==> config.mk <==
export PLATFORM = sky130hd
export DESIGN_NAME = collect_adc_data
export DESIGN_NICKNAME = d
export VERILOG_FILES = /design/src/rtl/collect_adc_data.sv
export SDC_FILE = /design/constraint.sdc
export NUM_CORES = 1
export LEC_CHECK = 0
export CAP_MARGIN = 20
export CORE_UTILIZATION = 55
export DETAILED_ROUTE_END_ITERATION = 8
export PLACE_DENSITY = 0.8
export SYNTH_ARGS = -nofsm -noshare
export SYNTH_HDL_FRONTEND = slang
export SYNTH_SLANG_ARGS = --single-unit
==> constraint.sdc <==
create_clock -name clk -period 2.5 [get_ports clk]
set_input_delay 0.5 -clock clk [delete_from_list [all_inputs] [get_ports clk]]
set_output_delay 0.5 -clock clk [all_outputs]
set_load 0.03 [all_outputs]
==> src/rtl/collect_adc_data.sv <==
`default_nettype none
// ============================================================================
//  Module      : collect_adc_data
//  Description : Reads one multi-channel frame from a serial ADC after each
//                data-ready fall, publishes it on mat and pulses CASCOUT.
//  Revision    : 1.0 - initial release
// ============================================================================
module collect_adc_data #(
    parameter int CHANNELS  = 4,
    parameter int WORD_BITS = 32,
    parameter int SCLK_DIV  = 4,
    parameter int PULSE_LEN = 2
) (
    input  logic                                 clk,
    input  logic                                 rst_n,
    input  logic                                 drdy_n,
    input  logic                                 dout,
    output logic                                 sclk,
    output logic                                 cs_n,
    output logic [CHANNELS-1:0][WORD_BITS-1:0]   mat,
    output logic                                 CASCOUT,
    output logic                                 busy,
    output logic                                 overrun
);

    localparam int c_NBITS = CHANNELS * WORD_BITS;
    localparam int c_BIT_W = $clog2(c_NBITS + 1);
    localparam int c_DIV_W = $clog2(SCLK_DIV + 1);
    localparam int c_PUL_W = $clog2(PULSE_LEN + 1);

    localparam logic [c_BIT_W-1:0] c_BIT_LAST = c_BIT_W'(c_NBITS - 1);
    localparam logic [c_DIV_W-1:0] c_DIV_LAST = c_DIV_W'(SCLK_DIV - 1);
    localparam logic [c_PUL_W-1:0] c_PUL_LAST = c_PUL_W'(PULSE_LEN - 1);

    typedef enum logic [1:0] {
        IDLE  = 2'd0,
        START = 2'd1,
        SHIFT = 2'd2,
        DONE  = 2'd3
    } state_t;

    state_t                            r_state;
    state_t                            w_next;
    logic                              r_sync1;
    logic                              r_sync2;
    logic                              r_sync3;
    logic                              w_fall;
    logic [c_DIV_W-1:0]                r_div;
    logic [c_BIT_W-1:0]                r_bit;
    logic [c_PUL_W-1:0]                r_pulse;
    logic                              r_sclk;
    logic [c_NBITS-1:0]                r_shift;
    logic [CHANNELS-1:0][WORD_BITS-1:0] w_frame;
    logic                              w_div_last;
    logic                              w_bit_last;
    logic                              w_shift_end;
    logic                              w_pulse_last;

    assign w_fall       = r_sync3 & ~r_sync2;
    assign w_div_last   = (r_div == c_DIV_LAST);
    assign w_bit_last   = (r_bit == c_BIT_LAST);
    assign w_shift_end  = (r_state == SHIFT) && r_sclk && w_div_last && w_bit_last;
    assign w_pulse_last = (r_pulse == c_PUL_LAST);
    assign sclk         = r_sclk;

    // First received bit sits at the top of r_shift; it belongs to channel 0's MSB.
    genvar gi;
    generate
        for (gi = 0; gi < CHANNELS; gi++) begin : g_chan
            assign w_frame[gi] = r_shift[(CHANNELS-1-gi)*WORD_BITS +: WORD_BITS];
        end
    endgenerate

    // Two-flop synchronizer for drdy_n plus one delay stage for fall detection.
    always_ff @(posedge clk or negedge rst_n) begin
        if (!rst_n) begin
            r_sync1 <= 1'b1;
            r_sync2 <= 1'b1;
            r_sync3 <= 1'b1;
        end else begin
            r_sync1 <= drdy_n;
            r_sync2 <= r_sync1;
            r_sync3 <= r_sync2;
        end
    end

    // State register.
    always_ff @(posedge clk or negedge rst_n) begin
        if (!rst_n) begin
            r_state <= IDLE;
        end else begin
            r_state <= w_next;
        end
    end

    // Next-state decode and state-derived outputs.
    always_comb begin
        w_next  = r_state;
        cs_n    = 1'b1;
        busy    = 1'b1;
        CASCOUT = 1'b0;
        case (r_state)
            IDLE: begin
                busy = 1'b0;
                if (w_fall) w_next = START;
            end
            START: begin
                cs_n = 1'b0;
                if (w_div_last) w_next = SHIFT;
            end
            SHIFT: begin
                cs_n = 1'b0;
                if (w_shift_end) w_next = DONE;
            end
            DONE: begin
                CASCOUT = 1'b1;
                if (w_pulse_last) w_next = IDLE;
            end
            default: w_next = IDLE;
        endcase
    end

    // Divider, bit counter, serial clock, shift register, frame output, overrun.
    always_ff @(posedge clk or negedge rst_n) begin
        if (!rst_n) begin
            r_div   <= '0;
            r_bit   <= '0;
            r_pulse <= '0;
            r_sclk  <= 1'b0;
            r_shift <= '0;
            mat     <= '0;
            overrun <= 1'b0;
        end else begin
            // A fall while busy (including the final DONE cycle) is a missed frame.
            if (w_fall && (r_state != IDLE)) overrun <= 1'b1;

            case (r_state)
                IDLE: begin
                    if (w_fall) begin
                        r_div  <= '0;
                        r_bit  <= '0;
                        r_sclk <= 1'b0;
                    end
                end
                START: begin
                    r_div <= w_div_last ? '0 : r_div + c_DIV_W'(1);
                end
                SHIFT: begin
                    if (w_div_last) begin
                        r_div  <= '0;
                        r_sclk <= ~r_sclk;
                        if (!r_sclk) begin
                            r_shift <= {r_shift[c_NBITS-2:0], dout};
                        end else if (!w_bit_last) begin
                            r_bit <= r_bit + c_BIT_W'(1);
                        end
                    end else begin
                        r_div <= r_div + c_DIV_W'(1);
                    end
                end
                DONE: begin
                    r_pulse <= r_pulse + c_PUL_W'(1);
                end
                default: ;
            endcase

            // Publish the whole frame at once on DONE entry.
            if (w_shift_end) begin
                mat     <= w_frame;
                r_pulse <= '0;
            end
        end
    end

endmodule
`default_nettype wire
# Word level (Yosys, flattened, before mapping)
# Index checks and enable logic that the tools add are counted.
# word_totals
register_bits	276
latchBits	0
mem_bits_rw	0
mem_bits_ro	0
in_bits	4
out_inout_bits	133
memories	0
# classes
n_addsub	3
n_mul	0
n_div	0
order_cmp	0
eq_ne	13
n_shift	0
n_mux	21
n_bitwise	3
n_reduce_logical	15
# ops
op	count
8-bit 2-to-1 mux	4
8-bit case mux with 2 select lines	1
2-bit inequality test (second input constant)	7
2-bit 2-to-1 mux	6
8-bit by 1-bit adder with 8-bit output (second input constant)	1
8-bit by 7-bit equality test with 1-bit output (second input constant)	1
2-bit case mux with 4 select lines	1
2-bit nonzero test	4
3-bit 2-to-1 mux	2
3-bit case mux with 2 select lines	1
3-bit AND reduction	2
1-bit 2-to-1 mux	5
5-bit AND reduction	1
2-bit by 1-bit equality test with 1-bit output (second input constant)	2
2-bit equality test (second input constant)	2
1-bit logical AND	4
4-bit AND reduction	1
3-bit by 1-bit adder with 3-bit output (second input constant)	1
3-bit by 2-bit equality test with 1-bit output (second input constant)	1
2-bit by 1-bit adder with 2-bit output (second input constant)	1
2-bit zero test	1
1-bit NOT	2
1-bit case mux with 2 select lines	1
2-bit AND reduction	1
2 further kinds	2

# Depth between registers and ports, before layout
# logic_depth
ltp_word	6
mapped_depth	8
mapped_depth_nobuf	7

# Worst setup path before layout
# OpenSTA, ideal clock, no wires.
# synth_timing
path_kind	register to register
start	register r_state[0]
end	register mat[0] in the netlist's numbering
arrival_ns	1.738
setup_slack_ns	0.635
path_stages_with_launch	9
path_buffers	3
path_cell_list	dfrtp_1 > inv_1 > ha_1 > buf_4 > nand4b_2 > nor2_2 > buf_4 > buf_6 > mux2_1
# synth_between
elab_chain_cells	4
# synth_rtl
element	line_no	rtl
start, declared	42	state_t r_state;
start signal, assigned	92	r_state <= w_next;
2-bit equality test	62	assign w_shift_end = (r_state == SHIFT) && r_sclk && w_div_last && w_bit_last;
1-bit logical AND (3 in series)	62	
end signal, assigned	169	mat <= w_frame;
end, declared	20	output logic [CHANNELS-1:0][WORD_BITS-1:0] mat,
# Every way passes these cells.
# A chain may end at the register's enable or synchronous reset.

# Worst setup path in the final report
# layout_timing
start	register r_state[0]
end	output CASCOUT
# layout_between
elab_chain_cells	2
# layout_rtl
element	line_no	rtl
2-bit equality test	102	case (r_state)
1-bit 2-to-1 mux	102	
end, declared	21	output logic CASCOUT,
# Every way passes these cells.

==> results.ini <==
[worst_setup_path]
cp-end-kind = primary output
cp-start-kind = flop
r2r-end = r_shift[86]
cp_top_family = buffers and inverters
crit_type = flop to primary output
path_buf_inv = 1
required_ns = 2.00
crit_path_cell_trace = ha_1, clkdlybuf4s50_1
r2r_cells = 6
cpPeakStageDelay_ns = 0.72
reg2reg_setup_slack_ns = 0.29
r2r-start = r_state[0]
path_max_fanout = 5
cp.arrival_ns = 1.90
crit_slowest_cell = clkdlybuf4s50_1

[min_path]
min_path_type = flop to flop
min_from = r_sync1
worstHoldPathCells = 0
whs_endpoint = r_sync2

[timing]
worst_pin_slew_ns = 0.520
fin_crit_sh = 0.960
hold_viol_final = 0
setup_viol = 0
slew_violations = 0
setup_slack_ns = 0.101
fin_setup_tns_ns = 0
rsz0062_at_grt = false
hold_slack_ns = 0.366
skew_ns = 0.0115
post-route-min-period_ns = 2.40
timing.fmax_mhz = 417
relSlewSlack = 0.650

[drt]
vias = 5648
drt-initial-drc-count = 171
via_per_inst = 5.43
wire_per_inst_um = 17.7
drtPass1Iterations = 4
routed_wl_um = 18500
drc = 0
ant_nets = 0

[clock_tree]
cts_tree = built
cts_buffers = 28
cts_max_path_buffers = 3
h-tree-depth = 1
path_clk_slew_ns = 0.06
clkLatencyLatePin_ns = 0.52
root_buffer = clkbuf_16
cts_num_sinks = 276

[synth]
ys_seq_elements = 276
synth_top_family_by_area = multiplexers
async_reset_ff_frac = 1.00
synth_enable_flop_cells = 0
synth-adder-area-share = 0.00830
synth-compound-area-share = 0.0162
muxShareOfSynthArea = 0.278
syn-instance-count = 643
ys.flop_type = dfrtp_1
synth-simple-area-share = 0.0190
avgSynthCellArea_um2 = 16.4
ys_seq_area_frac = 0.655
synth_area_mm2 = 0.0106
yosysWarnings = 0
synthDistinctLibCells = 39
syn_nets = 654
synthXorXnorAreaFrac = 0.000830

[finish]
n_fill_cell = 1212
area_delta_synth_final_pct = 23.7
fin_util = 0.696
drive_gt1_frac = 0.254
n_antenna_cell = 0
fin_nets = 801

[power]
power_leakage_nw = 6.55
power-per-cell-area_mw_per_mm2 = 721
ir_worst_vdd_mv = 0.531

[global_route]
grt_pass1_wl_um = 31700
grt.overflow.total = 0
grt_antenna_before_repair = 0
grt_max_degree = 82
grt_pass1_vias = 6274
grt_use_total = 0.199

[die]
rows = 50
ioPinCount = 137
start_util = 0.562
dieArea_mm2 = 0.0197
die_y_um = 141
core-area_mm2 = 0.0188
die_w_um = 141

[placed_design]
gp_congestion = 0.776
hpwl_um = 11800
place_worst_setup_slack_ns = 0.318
io_buffers = 136

[flow_run]
drv_cap = 0

[outcome]
status = completed

-- synthesized netlist by cell type, types with 2 or more instances --
master      n  share of area
a21oi_1     4         0.0019
nand2b_1    2         0.0012
nand3_1     6         0.0028
nor2_1      4         0.0014
o21bai_1    2         0.0014
dfrtp_1   273           0.65
nand2_1     9         0.0032
dfstp_2     3         0.0075
buf_4       4         0.0028
buf_2      16         0.0076
inv_1       6         0.0021
o211ai_1    2         0.0014
nor3_1      2        0.00095
ha_1        7         0.0083
and3_1      4         0.0024
mux2_1    111           0.12
mux2_2    145           0.15
buf_6       9         0.0096
mux2i_1     5         0.0047
o311ai_1    2         0.0017
o21ai_0     9         0.0043
-- placed cells by master (no fill, tap or decap), types with 2 or more instances in the layout --
cell type        netlist  layout
buf_12                 0       7
nand2_1                9       9
clkbuf_1               1       8
mux2_2               145     145
clkinv_2               0       3
clkdlybuf4s50_1        0     133
ha_1                   7       7
buf_4                  4       3
nand2b_1               2       2
clkbuf_8               0       5
and3_1                 4       4
mux2i_1                5       5
dfrtp_1              273     273
mux2_1               111     111
inv_1                  6       6
o21bai_1               2       2
o211ai_1               2       2
nor2_1                 4       4
clkbuf_16              0      29
dfstp_2                3       3
dlygate4sd2_1          0       2
a21oi_1                4       4
o311ai_1               2       2
o21ai_0                9       9
nand3_1                6       6
-- what timing repair did --
action,CTS,global route
setup endpoints to repair,2,0
hold buffers,1,0
hold endpoints to repair,21,0
gates resized for setup,2,0
buffers inserted,0,0
-- cell families after synthesis --
kind of cell | count (synthesis)
AOI/OAI and AO/OA | 26
xor gates and xnor gates | 1
adders and majority gates | 7
buffers and inverters | 37
DFF | 276
muxes | 261
and+or+nand+nor | 35
-- state kept, by name, summed over array words and instances, names as in the netlist --
signal,count
mat,128
r_bit,8
r_pulse,2
r_shift,128
sclk,1
r_sync1,1
r_div,3
r_sync2,1
r_state,2
r_sync3,1
overrun,1
-- worst max path at each step --
stage,start,endpoint,cells past startpoint
after floorplan,r_state[0],mat[0],8
after global placement,r_state[0],r_shift[84],6
after detailed placement,r_state[0],r_shift[82],6
after CTS,r_state[0],CASCOUT,2
after global routing,r_state[0],CASCOUT,2
final,r_state[0],CASCOUT,2
-- worst register-to-register path, stage by stage, from the launching register on --
cell     delay (ns)
dfrtp_1        0.40
inv_1          0.11
ha_1           0.34
inv_2          0.10
nor3_2         0.28
buf_12         0.37
mux2_2         0.50
-- through the flow --
stage                     power [mW]  cell area [um^2]  cells
final                           9.41             13100   1041
after global routing            9.79             13100   1041
after CTS                       9.53             13100   1041
after detailed placement        5.58             12200    993
after global placement          5.55             12200    993
after floorplan                 5.27             10600    643
-- final cells by class --
| class | instances | area [um^2] | share of cell area |
|---|---|---|---|
| sequential | 276 | 6910 | 0.529 |
| multi-input combinational | 330 | 3410 | 0.261 |
| timing repair buffer | 147 | 1540 | 0.118 |
| clock buffer | 42 | 825 | 0.0632 |
| tap | 234 | 293 | 0.0224 |
| clock inverter | 5 | 52.6 | 0.00403 |
| inverter | 7 | 26.3 | 0.00201 |
-- layer usage --
metal,GRT usage,share of wire
met5,0,0
met4,0.0469,0.018
met3,0.0465,0.052
met2,0.336,0.48
met1,0.264,0.45
-- power breakdown --
group          total [mW]  internal (mW)  switching [mW]
clock                3.94           2.36            1.58
sequential           4.61           4.55          0.0559
combinational       0.865          0.317           0.548
total                9.41           7.23            2.19
Power figures use the tool's default switching activity.
